`src/rtl/serial_tx_arbiter.sv`:
```
// Two-requester round-robin arbiter driving a framed serial line:
// start bit, DATA_W data bits MSB first, stop bit, then GAP idle bit-times.
module serial_tx_arbiter #(
    parameter int DATA_W = 8,
    parameter int GAP    = 1
) (
    input  logic              clk,
    input  logic              rst_n,
    input  logic              ena,
    input  logic              req0_valid,
    input  logic [DATA_W-1:0] req0_data,
    output logic              req0_ready,
    input  logic              req1_valid,
    input  logic [DATA_W-1:0] req1_data,
    output logic              req1_ready,
    output logic              ser_cs_n,
    output logic              ser_out,
    output logic              busy,
    output logic              grant_id,
    output logic              frame_done
);
    localparam int               CNT_W    = $clog2(DATA_W + 1);
    localparam logic [CNT_W-1:0] BIT_LAST = CNT_W'(DATA_W - 1);
    localparam logic [3:0]       GAP_LAST = (GAP > 0) ? 4'(GAP - 1) : 4'd0;

    typedef enum logic [2:0] {
        ST_IDLE  = 3'd0,
        ST_START = 3'd1,
        ST_DATA  = 3'd2,
        ST_STOP  = 3'd3,
        ST_GAP   = 3'd4
    } state_t;

    state_t            state_r, state_s;
    logic [CNT_W-1:0]  bit_cnt_r, bit_cnt_s;
    logic [3:0]        gap_cnt_r, gap_cnt_s;
    logic [DATA_W-1:0] shift_r, shift_s;
    logic              last_grant_r, last_grant_s;
    logic              grant_id_r, grant_id_s;
    logic              cs_n_r, cs_n_s;
    logic              sout_r, sout_s;
    logic              busy_r, busy_s;
    logic              done_r, done_s;
    logic              win_s;
    logic              accept_s;

    // Round-robin winner: on a tie the requester not granted last wins
    always_comb begin
        if (req0_valid && req1_valid) begin
            win_s = ~last_grant_r;
        end else begin
            win_s = req1_valid;
        end
    end

    // rst_n gates the readys so nothing is accepted while reset is held
    assign accept_s   = rst_n && ena && (state_r == ST_IDLE) && (req0_valid || req1_valid);
    assign req0_ready = accept_s && !win_s;
    assign req1_ready = accept_s && win_s;

    // Next-state, datapath and next pin values
    always_comb begin
        state_s      = state_r;
        bit_cnt_s    = bit_cnt_r;
        gap_cnt_s    = gap_cnt_r;
        shift_s      = shift_r;
        last_grant_s = last_grant_r;
        grant_id_s   = grant_id_r;
        case (state_r)
            ST_IDLE: begin
                if (accept_s) begin
                    shift_s      = win_s ? req1_data : req0_data;
                    last_grant_s = win_s;
                    grant_id_s   = win_s;
                    state_s      = ST_START;
                end else begin
                    state_s = ST_IDLE;
                end
            end
            ST_START: begin
                bit_cnt_s = {CNT_W{1'b0}};
                state_s   = ST_DATA;
            end
            ST_DATA: begin
                shift_s = shift_r << 1'b1;
                if (bit_cnt_r == BIT_LAST) begin
                    state_s = ST_STOP;
                end else begin
                    bit_cnt_s = bit_cnt_r + CNT_W'(1);
                end
            end
            ST_STOP: begin
                gap_cnt_s = 4'd0;
                if (GAP > 0) begin
                    state_s = ST_GAP;
                end else begin
                    state_s = ST_IDLE;
                end
            end
            ST_GAP: begin
                if (gap_cnt_r == GAP_LAST) begin
                    state_s = ST_IDLE;
                end else begin
                    gap_cnt_s = gap_cnt_r + 4'd1;
                end
            end
            default: begin
                state_s = ST_IDLE;
            end
        endcase

        // Pins are computed for the state being entered so they come straight from flops
        cs_n_s = !((state_s == ST_START) || (state_s == ST_DATA) || (state_s == ST_STOP));
        busy_s = (state_s != ST_IDLE);
        done_s = (state_s == ST_STOP);
        if (state_s == ST_DATA) begin
            sout_s = shift_s[DATA_W-1];
        end else if (state_s == ST_START) begin
            sout_s = 1'b0;
        end else begin
            sout_s = 1'b1;
        end
    end

    // State, datapath and registered pin drivers
    always_ff @(posedge clk or negedge rst_n) begin
        if (!rst_n) begin
            state_r      <= ST_IDLE;
            bit_cnt_r    <= {CNT_W{1'b0}};
            gap_cnt_r    <= 4'd0;
            shift_r      <= {DATA_W{1'b0}};
            last_grant_r <= 1'b1;
            grant_id_r   <= 1'b0;
            cs_n_r       <= 1'b1;
            sout_r       <= 1'b1;
            busy_r       <= 1'b0;
            done_r       <= 1'b0;
        end else begin
            state_r      <= state_s;
            bit_cnt_r    <= bit_cnt_s;
            gap_cnt_r    <= gap_cnt_s;
            shift_r      <= shift_s;
            last_grant_r <= last_grant_s;
            grant_id_r   <= grant_id_s;
            cs_n_r       <= cs_n_s;
            sout_r       <= sout_s;
            busy_r       <= busy_s;
            done_r       <= done_s;
        end
    end

    assign ser_cs_n   = cs_n_r;
    assign ser_out    = sout_r;
    assign busy       = busy_r;
    assign grant_id   = grant_id_r;
    assign frame_done = done_r;

endmodule

```
`config.mk`:
```
export PLATFORM = sky130hd
export DESIGN_NAME = serial_tx_arbiter
export DESIGN_NICKNAME = d
export VERILOG_FILES = /design/src/rtl/serial_tx_arbiter.sv
export SDC_FILE = /design/constraint.sdc
export NUM_CORES = 1
export LEC_CHECK = 0
export BUFFER_PORTS_ARGS = -buffer_cell sky130_fd_sc_hd__buf_4
export CORE_MARGIN = 2
export CORE_UTILIZATION = 57
export DETAILED_ROUTE_END_ITERATION = 8
export PLACE_DENSITY_LB_ADDON = 0.2
export SLEW_MARGIN = 0
export SYNTH_ARGS = -nofsm -noshare
export SYNTH_HDL_FRONTEND = slang
export SYNTH_SLANG_ARGS = --single-unit
```
`constraint.sdc`:
```
create_clock -name clk -period 2.65 [get_ports clk]
set_input_delay 0.1325 -clock clk [delete_from_list [all_inputs] [get_ports clk]]
set_output_delay 0.1325 -clock clk [all_outputs]
set_load 0.01 [all_outputs]
```
**Yosys cells after proc, flatten, opt, wreduce, memory -nomap -nowiden**

Cells that the tools add are included.

- Flip-flop bits (word level): 25
- Latch bits: 0
- Memory bits (writable): 0
- ROM bits: 0
- Input bits: 21
- Output and inout port bits: 7
- Logic and storage cells: 60
- Memories: 0

- Add/subtract/negate cells: 2
- $mul: 0
- Div/mod/pow operators: 0
- $lt $le $gt $ge: 0
- Equality and inequality tests: 11
- Shifts and indexed selects: 0
- Muxes and demuxes: 14
- Bitwise logic cells: 1
- Reduce and logical (&&, ||, !) cells: 21

Operator list:

| cell | number |
|---|---|
| $mux 8 | 2 |
| $pmux 4 s2 | 2 |
| $pmux 8 s2 | 1 |
| $pmux 3 s5 | 1 |
| $eq 3x2->1 const B | 4 |
| $add 4x1->4 const B | 2 |
| $mux 4 | 2 |
| $reduce_and 2->1 | 4 |
| $eq 3x1->1 const B | 2 |
| $logic_and 1x1->1 | 6 |
| $mux 3 | 2 |
| $ne 2x2->1 const B | 3 |
| $reduce_bool 2->1 | 3 |
| $eq 4x3->1 const B | 1 |
| $logic_not 4->1 | 1 |
| $mux 1 | 4 |
| $eq 3x3->1 const B | 1 |
| $logic_not 3->1 | 1 |
| $logic_or 1x1->1 | 3 |
| $reduce_bool 3->1 | 1 |
| $logic_not 1->1 | 2 |
| $not 1->1 | 1 |

**Longest topological paths before layout**

Gate-level depths: netlist of the first run.

- Depth in word-level cells: 9
- Gate-level depth with buffers: 6
- Mapped depth without buffers: 6

**Worst setup path before layout of the first run**

Ideal clock, no wire load.

- Kind: flip-flop to flip-flop
- Start: register last_grant_r
- End: register sout_r, in the netlist ser_out
- Library setup time: 80 ps
- Data arrival time: 1541 ps
- Required time: 2570 ps
- Slack: 1030 ps
- Stages on the path, launching flop included: 6
- Buffers on the path: 1
- Period minus slack after synthesis: 1620 ps
- Cells stage by stage: dfstp_2 > a21bo_1 > buf_6 > mux2_4 > a211o_1 > a32o_1

- Longest elaborated chain between the ends: 6

Ends and longest elaborated chain:

| item | RTL line | text |
|---|---|---|
| from (decl) | 38 | `logic last_grant_r, last_grant_s;` |
| from (signal assigned) | 143 | `last_grant_r <= last_grant_s;` |
| $not 1->1 | 50 | `win_s = ~last_grant_r;` |
| $mux 1 | 49 | `if (req0_valid && req1_valid) begin` |
| $mux 8 | 72 | `shift_s = win_s ? req1_data : req0_data;` |
| $mux 8 | 71 | `if (accept_s) begin` |
| $pmux 8 s2 | 69 | `case (state_r)` |
| net shift_s[7] | 37 | `logic [DATA_W-1:0] shift_r, shift_s;` |
| $mux 1 | 116 | `if (state_s == ST_DATA) begin` |
| net sout_s | 41 | `logic sout_r, sout_s;` |
| to (signal assigned) | 146 | `sout_r <= sout_s;` |
| to (decl) | 41 |  |

The timed path passes the listed nets, and every way through them passes these cells. The select of a mux whose other input is x is not followed.
A chain may end at the register's enable or synchronous reset.

**Worst setup path in the final report of the first run**

- Start: input port rst_n
- End: output port req1_ready

- Longest elaborated chain between the ends: 4

Ends and longest elaborated chain:

| item | RTL line | text |
|---|---|---|
| from (decl) | 8 | `input logic rst_n,` |
| $logic_and 1x1->1 (3 in a row) | 57 | `assign accept_s = rst_n && ena && (state_r == ST_IDLE) && (req0_valid \|\| req1_valid);` |
| $logic_and 1x1->1 | 59 | `assign req1_ready = accept_s && win_s;` |
| to (decl) | 15 | `output logic req1_ready,` |

Every way passes these cells.

==> results of run 1 <==
## layout make-up
cell class / count / area (um2) / share of cell area (%)
multi-input cells: 93 / 603 / 39.2
inverters: 7 / 26.3 / 1.71
flip-flops and latches: 25 / 629 / 40.9
repair buffers: 29 / 220 / 14.3
clock buffers: 4 / 26.3 / 1.71
well taps: 28 / 35.0 / 2.27
## sequential cells by signal (all words and copies together), names as in the netlist, 3 cells and up
| name | count |
|---|---|
| gap_cnt_r | 4 |
| state_r | 3 |
| shift_r | 8 |
| bit_cnt_r | 4 |
## cells by family (layout without fill, tap and decap cells)
group / Yosys count / in the layout / share of synthesized area, %
multiplexers: 3 / 3 / 2.81
XOR/XNOR: 2 / 2 / 1.36
AND/OR/NAND/NOR: 47 / 47 / 18.7
adder cells (fa/ha/maj): 3 / 3 / 2.91
buffers and inverters: 12 / 40 / 4.46
AO/OA/AOI/OAI: 38 / 38 / 21.0
flip-flops: 25 / 25 / 48.8
## metrics by stage
step	cells	setup WS, ns	utilization, %	hold slack (ns)
after floorplan	130	1.03	-	-0.163
after global placement	181	0.943	69.3	0.0445
after detailed placement	181	0.894	69.3	0.0479
after CTS	186	0.418	71.0	0.0971
after global routing	186	0.175	71.0	0.126
final	186	0.404	71.0	0.0950
## routing by layer
metal	wire (um)	global-route usage [%]
met5	0	0
met4	60	9.65
met3	173	5.17
met2	1290	37.8
met1	1150	31.3
## repair_timing
| item | in CTS | in global routing |
|---|---|---|
| hold buffers | 1 | 0 |
| buffers inserted | 0 | 0 |
| endpoints found under the hold margin | 25 | 0 |
## synth_stat cells, types with 4 or more instances
cell | number | share of area, %
o21ai_0 | 6 | 2.3
buf_2 | 4 | 1.6
nand2_1 | 18 | 5.2
a221o_1 | 6 | 4.7
dfrtp_1 | 22 | 43
a21oi_1 | 11 | 4.3
nor2_1 | 6 | 1.7
inv_1 | 7 | 2.0
nand3_1 | 5 | 1.9
## cell usage in the layout (no fill, tap or decap), types with 3 or more instances in the layout
master	synthesis	final
a21oi_1	11	11
a221o_1	6	6
buf_4	0	28
clkbuf_4	0	3
dfrtp_1	22	22
dfstp_2	3	3
ha_1	3	3
inv_1	7	7
nand2_1	18	18
nand2b_1	3	3
nand3_1	5	5
nor2_1	6	6
o21ai_0	6	6
or3_1	3	3
## worst paths after layout
kind / startpoint / to / slack, ns
worst max-delay path: rst_n / req1_ready / 0.40
worst min-delay path: req1_data[0] / shift_r[0]$_DFFE_PN0P_ / 0.1
worst max register to register: last_grant_r$_DFFE_PN1N_ / ser_out$_DFF_PN1_ / 0.86
worst min register to register: shift_r[0]$_DFFE_PN0P_ / shift_r[0]$_DFFE_PN0P_ / 0.50
max in group asynchronous: rst_n / ser_cs_n$_DFF_PN1_ / 2.13
min in group asynchronous: rst_n / shift_r[5]$_DFFE_PN0P_ / 0.23
## worst register-to-register path: cells and delay by family (launching register included)
| kind | cells | cell delay [ns] |
|---|---|---|
| compound gates | 3 | 0.83 |
| flops | 1 | 0.56 |
| mux | 1 | 0.33 |
## power by group through the flow
stage                     registers (mW)  logic [mW]  clock network (mW)
after floorplan                    0.601       0.369                   0
after global placement             0.623       0.485                   0
after detailed placement           0.631       0.506                   0
after CTS                          0.626       0.511               0.174
after global routing               0.646       0.567               0.185
final                              0.628       0.513               0.170
==> impl_metrics.json, run 1 <==
{
  "hp-class": "in -> reg",
  "die_x_um": 51.6,
  "ios": 28,
  "grt_overflow": 0,
  "diodes": 0,
  "ys_ff_latch": 25,
  "dieArea_um2": 2660,
  "remaining_drc_errors": 0,
  "clock_tree.htree_level_count": 1,
  "cp_data_arrival_time_ns": 2.11,
  "drv_cap": 0,
  "num_vias": 1108,
  "rsz0062_at_grt": "no",
  "p_total_mw": 1.31,
  "cts_made_buffers": 3,
  "synth_nets": 154,
  "place_congestion": 0.787,
  "p_int_mw": 0.838,
  "critical-path-top-delay-family": "buffers and inverters",
  "power.density_nw_per_um2": 852,
  "switching_power_mw": 0.474,
  "setup_violations": 0,
  "tns_ns": 0,
  "criticalPathCategory": "in -> out",
  "skew_ns": 0.00256,
  "initial_utilization_pct": 59.5,
  "cts_resized": 0,
  "nFillCells": 166,
  "worstPathCellList": "dlygate4sd3_1 > buf_4 > and4bb_1 > nand3_1 > nor2_1 > buf_4",
  "cpMaxStageDelayCell": "dlygate4sd3_1",
  "worstSetupEndpointType": "output port",
  "finalCritPeriodShare_pct": 84.7,
  "dp_hpwl_mm": 1.97,
  "core_region_area_um2": 2170,
  "grt_pass1_vias": 1054,
  "synth_edf_count": 0,
  "min_period_ns": 2.25,
  "r2r.worst_path.cells": 4,
  "synth_ff_type": "dfrtp_1",
  "nNetsFinal": 183,
  "cpMostUsedCell": "buf_4",
  "final_area_um2": 1540,
  "required_ns": 2.52,
  "avgSynthCellArea_um2": 9.92,
  "crit_fanout": 26,
  "maxSlewViolCount": 0,
  "cts_tree": "done",
  "grt_antenna_before_repair": 0,
  "via_per_inst": 5.96,
  "max_slew_margin_pct": 65.6,
  "start_kind": "input port",
  "switching_share_pct": 36.1,
  "place_area_um2": 1500,
  "clock_path_buffers": 2,
  "p_seq_share_pct": 47.9,
  "finalHoldViolCount": 0,
  "worst_slew_pin_slew_ns": 0.516,
  "portBuffers": 27,
  "clk-insertion-delay-late_ns": 0.32,
  "firstDrtPassIters": 6,
  "fmax_mhz": 445,
  "fp-row-count": 17,
  "drive_gt1_share_pct": 24.1,
  "crit_path_max_incr_delay_ns": 0.53,
  "hold_depth": 3,
  "leakage_nw": 0.766,
  "grt_usage_pct": 23.6,
  "cts-root-buf": "clkbuf_4",
  "drtIter0Drc": 26,
  "die_y_um": 51.6,
  "clk_pin_slew_ns": 0.13,
  "avgRoutedWirePerCell_um": 14.4,
  "ir_drop_uv": 672,
  "ys_types": 39,
  "synthesis.area_um2": 1290,
  "crit_buf_inv": 3,
  "synth_seq_area_share_pct": 48.8,
  "syn2layout_area_growth_pct": 19.4,
  "yosys_warnings": 0,
  "clockPowerShare_pct": 13.0,
  "cts.sinks": 25,
  "ant_nets": 0,
  "p_comb_share_pct": 39.1,
  "finalWirelength_mm": 2.67,
  "cp_num_cells": 6,
  "synthCells": 130,
  "grt_max_degree": 27,
  "ys_async_sr_fraction_pct": 100,
  "grt_pass1_wl_mm": 4.67,
  "status": "finished clean"
}
Power figures use the tool's default switching activity.
==> inputs of run 2 (changes only) <==
- CORE_UTILIZATION: 57 -> 48
- clock period: 2.65 -> 2.05 ns (I/O delays scaled with it)
==> impl_metrics.json, run 2 (synthesis results as in run 1) <==
{
  "max_slew_margin_pct": 65.2,
  "die_y_um": 55.8,
  "nFillCells": 219,
  "crit_path_start": "state_r[0]$_DFF_PN0_",
  "portBuffers": 27,
  "nNetsFinal": 185,
  "globalRouteMet3Util_pct": 2.09,
  "start_kind": "flop",
  "p_total_mw": 1.72,
  "status": "finished clean",
  "grt_antenna_before_repair": 0,
  "busiest_layer": "met2",
  "post_cts_buffers": 0,
  "crit_fanout": 12,
  "finalWirelength_mm": 2.69,
  "drive_gt1_share_pct": 27.5,
  "cts_made_buffers": 3,
  "setup_violations": 0,
  "min_period_ns": 1.87,
  "rsz0062_at_grt": "no",
  "drv_cap": 0,
  "switching_share_pct": 36.6,
  "clock_path_buffers": 2,
  "grt_overflow": 0,
  "die_x_um": 55.8,
  "cts-root-buf": "clkbuf_4",
  "required_ns": 1.95,
  "ir_drop_uv": 618,
  "num_vias": 1072,
  "mostFrequentLayoutCell": "buf_4",
  "use_met1_pct": 23.0,
  "whs_ns": 0.0800,
  "worstSetupEndpointType": "output port",
  "dp_hpwl_mm": 2.06,
  "grt_pass1_wl_mm": 4.69,
  "core_region_area_um2": 2520,
  "clk_pin_slew_ns": 0.15,
  "p_seq_share_pct": 47.1,
  "syn2layout_area_growth_pct": 22.2,
  "place_congestion": 0.760,
  "remaining_drc_errors": 0,
  "clk-insertion-delay-late_ns": 0.33,
  "hold_start": "req1_data[0]",
  "switching_power_mw": 0.629,
  "via_per_inst": 5.64,
  "dieArea_um2": 3120,
  "worst_slew_pin_slew_ns": 0.521,
  "tns_ns": 0,
  "skew_ns": 0.00464,
  "regArea_um2": 629,
  "avgRoutedWirePerCell_um": 14.2,
  "grt_max_degree": 26,
  "clock_tree.htree_level_count": 1,
  "rr_startpoint": "bit_cnt_r[0]$_DFFE_PN0P_",
  "fp-row-count": 18,
  "finalHoldViolCount": 0,
  "p_int_mw": 1.09,
  "regMostFlops": "shift_r",
  "firstDrtPassIters": 4,
  "power.density_nw_per_um2": 1090,
  "grt_usage_pct": 19.0,
  "cts.sinks": 25,
  "grt_pass1_vias": 1054,
  "criticalPathCategory": "reg -> out",
  "p_comb_share_pct": 39.3,
  "fmax_mhz": 535,
  "leakage_nw": 0.773,
  "ant_nets": 0,
  "maxSlewViolCount": 0,
  "reg.largest.list": "shift_r x8, bit_cnt_r x4, gap_cnt_r x4",
  "global_route.usage.met2_pct": 34.0,
  "drtIter0Drc": 32,
  "initial_utilization_pct": 51.1,
  "clockPowerShare_pct": 13.6,
  "largest_register_ff_count": 8,
  "diodes": 0,
  "final_cell_mix": "buf_4 (30), dfrtp_1 (22), nand2_1 (18)",
  "hp-class": "in -> reg",
  "cts_tree": "done",
  "multi_input_area_um2": 618,
  "cp_data_arrival_time_ns": 1.77,
  "finalCritPeriodShare_pct": 91.1,
  "ios": 28
}
[run 2: worst paths after layout]
path,slack (ns),cells past startpoint,to
setup / recovery,0.18,4,req1_ready
hold / removal,0.08,3,shift_r[0]$_DFFE_PN0P_
setup reg to reg,0.28,5,bit_cnt_r[0]$_DFFE_PN0P_
hold reg to reg,0.50,1,grant_id$_DFFE_PN0N_
max in group asynchronous,1.47,3,ser_out$_DFF_PN1_
min in group asynchronous,0.29,3,bit_cnt_r[3]$_DFFE_PN0P_
[run 2: per-layer routing]
layer / part of all wire (%) / wire length (um)
met5: 0 / 0
met4: 2.3 / 62
met3: 4.9 / 131
met2: 50 / 1350
met1: 43 / 1150
[run 2: power by group through the flow]
stage	Clock (mW)	Combinational, mW	Sequential [mW]
after floorplan	0	0.478	0.777
after global placement	0	0.643	0.808
after detailed placement	0	0.667	0.818
after CTS	0.239	0.675	0.807
after global routing	0.253	0.752	0.833
final	0.233	0.675	0.809
[run 2: final cells by class]
type / instances / share of cell area (%)
sequential: 25 / 39.9
multi-input combinational: 93 / 39.2
timing repair buffer: 31 / 14.9
tap: 30 / 2.38
inverter: 7 / 1.67
clock buffer: 3 / 1.43
clock inverter: 1 / 0.476
[run 2: stage by stage]
stage                     std cells  worst slack [ns]  utilization (%)  area, um2
after floorplan                 130             0.430                -       1290
after global routing            190            0.0903             62.5       1580
after global placement          185             0.353             60.3       1520
after CTS                       190            0.0353             62.1       1570
final                           190             0.182             62.5       1580
after detailed placement        185             0.295             60.3       1520
[run 2: critical path: stages, from the launching register on]
cell	delay, ns
dfrtp_1	0.51
and4bb_2	0.43
nand3_4	0.16
nor2_2	0.19
buf_4	0.14
[run 2: repair_timing]
action	CTS	global route
hold endpoints to repair	22	0
gates resized for setup	1	3
setup endpoints to repair	1	2
hold buffers	1	0
==> inputs of run 3 (changes only) <==
- ABC_AREA: unset -> 1
==> impl_metrics.json, run 3 <==
{
  "status": "finished clean",
  "ios": 28,
  "mostFrequentLayoutCell": "nand2_1",
  "dieArea_um2": 3220,
  "final_area_um2": 1600,
  "synthCells": 164,
  "synth.area.top_cells": "dfrtp_1 (41%), nand2_1 (16%), nand3_1 (9.0%)",
  "clk-insertion-delay-late_ns": 0.31,
  "cp_data_arrival_time_ns": 1.60,
  "switching_share_pct": 39.0,
  "grt_max_degree": 26,
  "core_region_area_um2": 2710,
  "ys_ff_latch": 25,
  "largest_register_ff_count": 8,
  "synth_nets": 188,
  "muxShareOfSynthArea_pct": 0,
  "synth_ff_type": "dfrtp_1",
  "synthAdderAreaFrac_pct": 2.81,
  "cts.sinks": 25,
  "synth_top_family_by_area": "simple AND/OR/NAND/NOR gates",
  "p_seq_share_pct": 47.0,
  "whs_ns": 0.0837,
  "grt_pass1_wl_mm": 4.66,
  "initial_utilization_pct": 49.4,
  "grt_antenna_before_repair": 0,
  "min_period_ns": 1.70,
  "synth-simple-area-share_pct": 36.3,
  "leakage_nw": 0.849,
  "skew_ns": 0.00757,
  "synthesis.area_um2": 1340,
  "finalWirelength_mm": 2.55,
  "synth-compound-area-share_pct": 6.17,
  "ant_nets": 0,
  "post-place-ws_ns": 0.485,
  "ir_drop_uv": 556,
  "nNetsFinal": 220,
  "p_comb_share_pct": 39.5,
  "criticalPathCategory": "reg -> out",
  "avgRoutedWirePerCell_um": 11.3,
  "clock_tree.htree_level_count": 1,
  "post-place-cells": 220,
  "hp-class": "in -> reg",
  "max_slew_margin_pct": 79.2,
  "p_total_mw": 1.62,
  "rsz0062_at_grt": "no",
  "power.density_nw_per_um2": 1010,
  "yosys_warnings": 0,
  "synth_common_cells": "nand2_1 (56), nand3_1 (24), dfrtp_1 (22)",
  "final_cell_mix": "nand2_1 (56), buf_4 (29), nand3_1 (24)",
  "crit_fanout": 4,
  "dp_hpwl_mm": 2.02,
  "worstSetupEndpointType": "output port",
  "ys_types": 25,
  "fp-row-count": 19,
  "synth_seq_area_share_pct": 47.1,
  "portBuffers": 27,
  "netlist.area_leader.share_pct": 41.2,
  "required_ns": 1.95,
  "clk_pin_slew_ns": 0.14,
  "cts_made_buffers": 3,
  "cts-root-buf": "clkbuf_4",
  "fin_util_pct": 59.1,
  "reg.largest.list": "shift_r x8, bit_cnt_r x4, gap_cnt_r x4",
  "cts_tree": "done",
  "synth_edf_count": 0,
  "firstDrtPassIters": 4,
  "drv_cap": 0,
  "place_area_um2": 1560,
  "clock_path_buffers": 2,
  "synthXorXnorAreaFrac_pct": 0.655,
  "regMostFlops": "shift_r",
  "tns_ns": 0,
  "syn2layout_area_growth_pct": 19.8,
  "finalHoldViolCount": 0,
  "drtIter0Drc": 46,
  "start_kind": "flop",
  "avgSynthCellArea_um2": 8.16,
  "yosysMostFrequentCell": "nand2_1",
  "die_y_um": 56.8,
  "grt_usage_pct": 18.1,
  "setup_ws_ns": 0.352,
  "diodes": 0,
  "num_vias": 1114,
  "grt_overflow": 0,
  "maxSlewViolCount": 0,
  "drive_gt1_share_pct": 26.2,
  "place_congestion": 0.783,
  "synth_top_area_cell": "dfrtp_1",
  "p_int_mw": 0.989,
  "switching_power_mw": 0.633,
  "grt_pass1_vias": 1134,
  "die_x_um": 56.8,
  "finalCritPeriodShare_pct": 82.8,
  "worst_slew_pin_slew_ns": 0.312,
  "fmax_mhz": 589,
  "clockPowerShare_pct": 13.5,
  "ys_async_sr_fraction_pct": 100,
  "cts_resized": 0,
  "remaining_drc_errors": 0,
  "setup_violations": 0,
  "stdcell_count": 226,
  "via_per_inst": 4.93
}
run 3: changes by cell type after synthesis, moves of 3 or more:
cell and change:
nand2_1 +38, nand3_1 +19, a21oi_1 -9, inv_1 +9, nand2_2 +7, a221o_1 -6
nor2_1 +4, buf_2 -3, nand2b_1 -3, o21ai_0 -3, or3_1 -3
run 3: path summary, 6_finish.rpt:
kind                            slack [ns]                        to                    from  cells after the start
worst min register to register        0.50    shift_r[0]$_DFFE_PN0P_  shift_r[0]$_DFFE_PN0P_                      2
max in group asynchronous             1.45  last_grant_r$_DFFE_PN1N_                   rst_n                      3
worst min-delay path                  0.08    shift_r[0]$_DFFE_PN0P_            req0_data[0]                      5
min in group asynchronous             0.30  gap_cnt_r[3]$_DFFE_PN0P_                   rst_n                      3
worst max-delay path                  0.35                req0_ready    state_r[0]$_DFF_PN0_                      6
worst max register to register        0.60  bit_cnt_r[2]$_DFFE_PN0P_    state_r[0]$_DFF_PN0_                      8
run 3: routing by layer:
metal	share of wire [%]	global-route usage [%]	up-vias
li1	-	-	582
met1	49	25.1	496
met2	45	28.6	34
met3	5.2	2.76	2
met4	0.90	6.98	0
met5	0	0	-
run 3: worst max-delay path, cell delays in order (launching register included):
cell     delay (ns)
dfrtp_1        0.47
nor2_4         0.22
nand2_2        0.09
nor2_4         0.09
inv_1          0.10
a21oi_2        0.16
buf_4          0.14
run 3: timing repair:
action / 4_1_cts / 5_1_grt
hold endpoints to repair: 22 / 0
hold buffers: 1 / 0
setup buffers: 0 / 1
setup endpoints to repair: 0 / 1
run 3: cell families (layout without fill, tap and decap cells):
family / count (synthesis) / count (layout)
DFF: 25 / 25
AOI/OAI and AO/OA: 11 / 11
buffers and inverters: 20 / 51
adders and majority gates: 3 / 3
and+or+nand+nor: 104 / 104
xor gates and xnor gates: 1 / 1
run 3: cell type report:
type	instances	area, um2
fill	261	1110
sequential	25	629
multi-input combinational	119	614
timing repair buffer	30	228
inverter	17	66.3
tap	31	38.8
clock buffer	4	26.3
run 3: power groups by stage:
stage	Sequential [mW]	Combinational (mW)	Clock, mW
5_1_grt	0.787	0.729	0.245
3_3_place_gp	0.760	0.628	0
3_5_place_dp	0.768	0.643	0
2_1_floorplan	0.770	0.459	0
6_report	0.763	0.641	0.218
4_1_cts	0.762	0.643	0.224
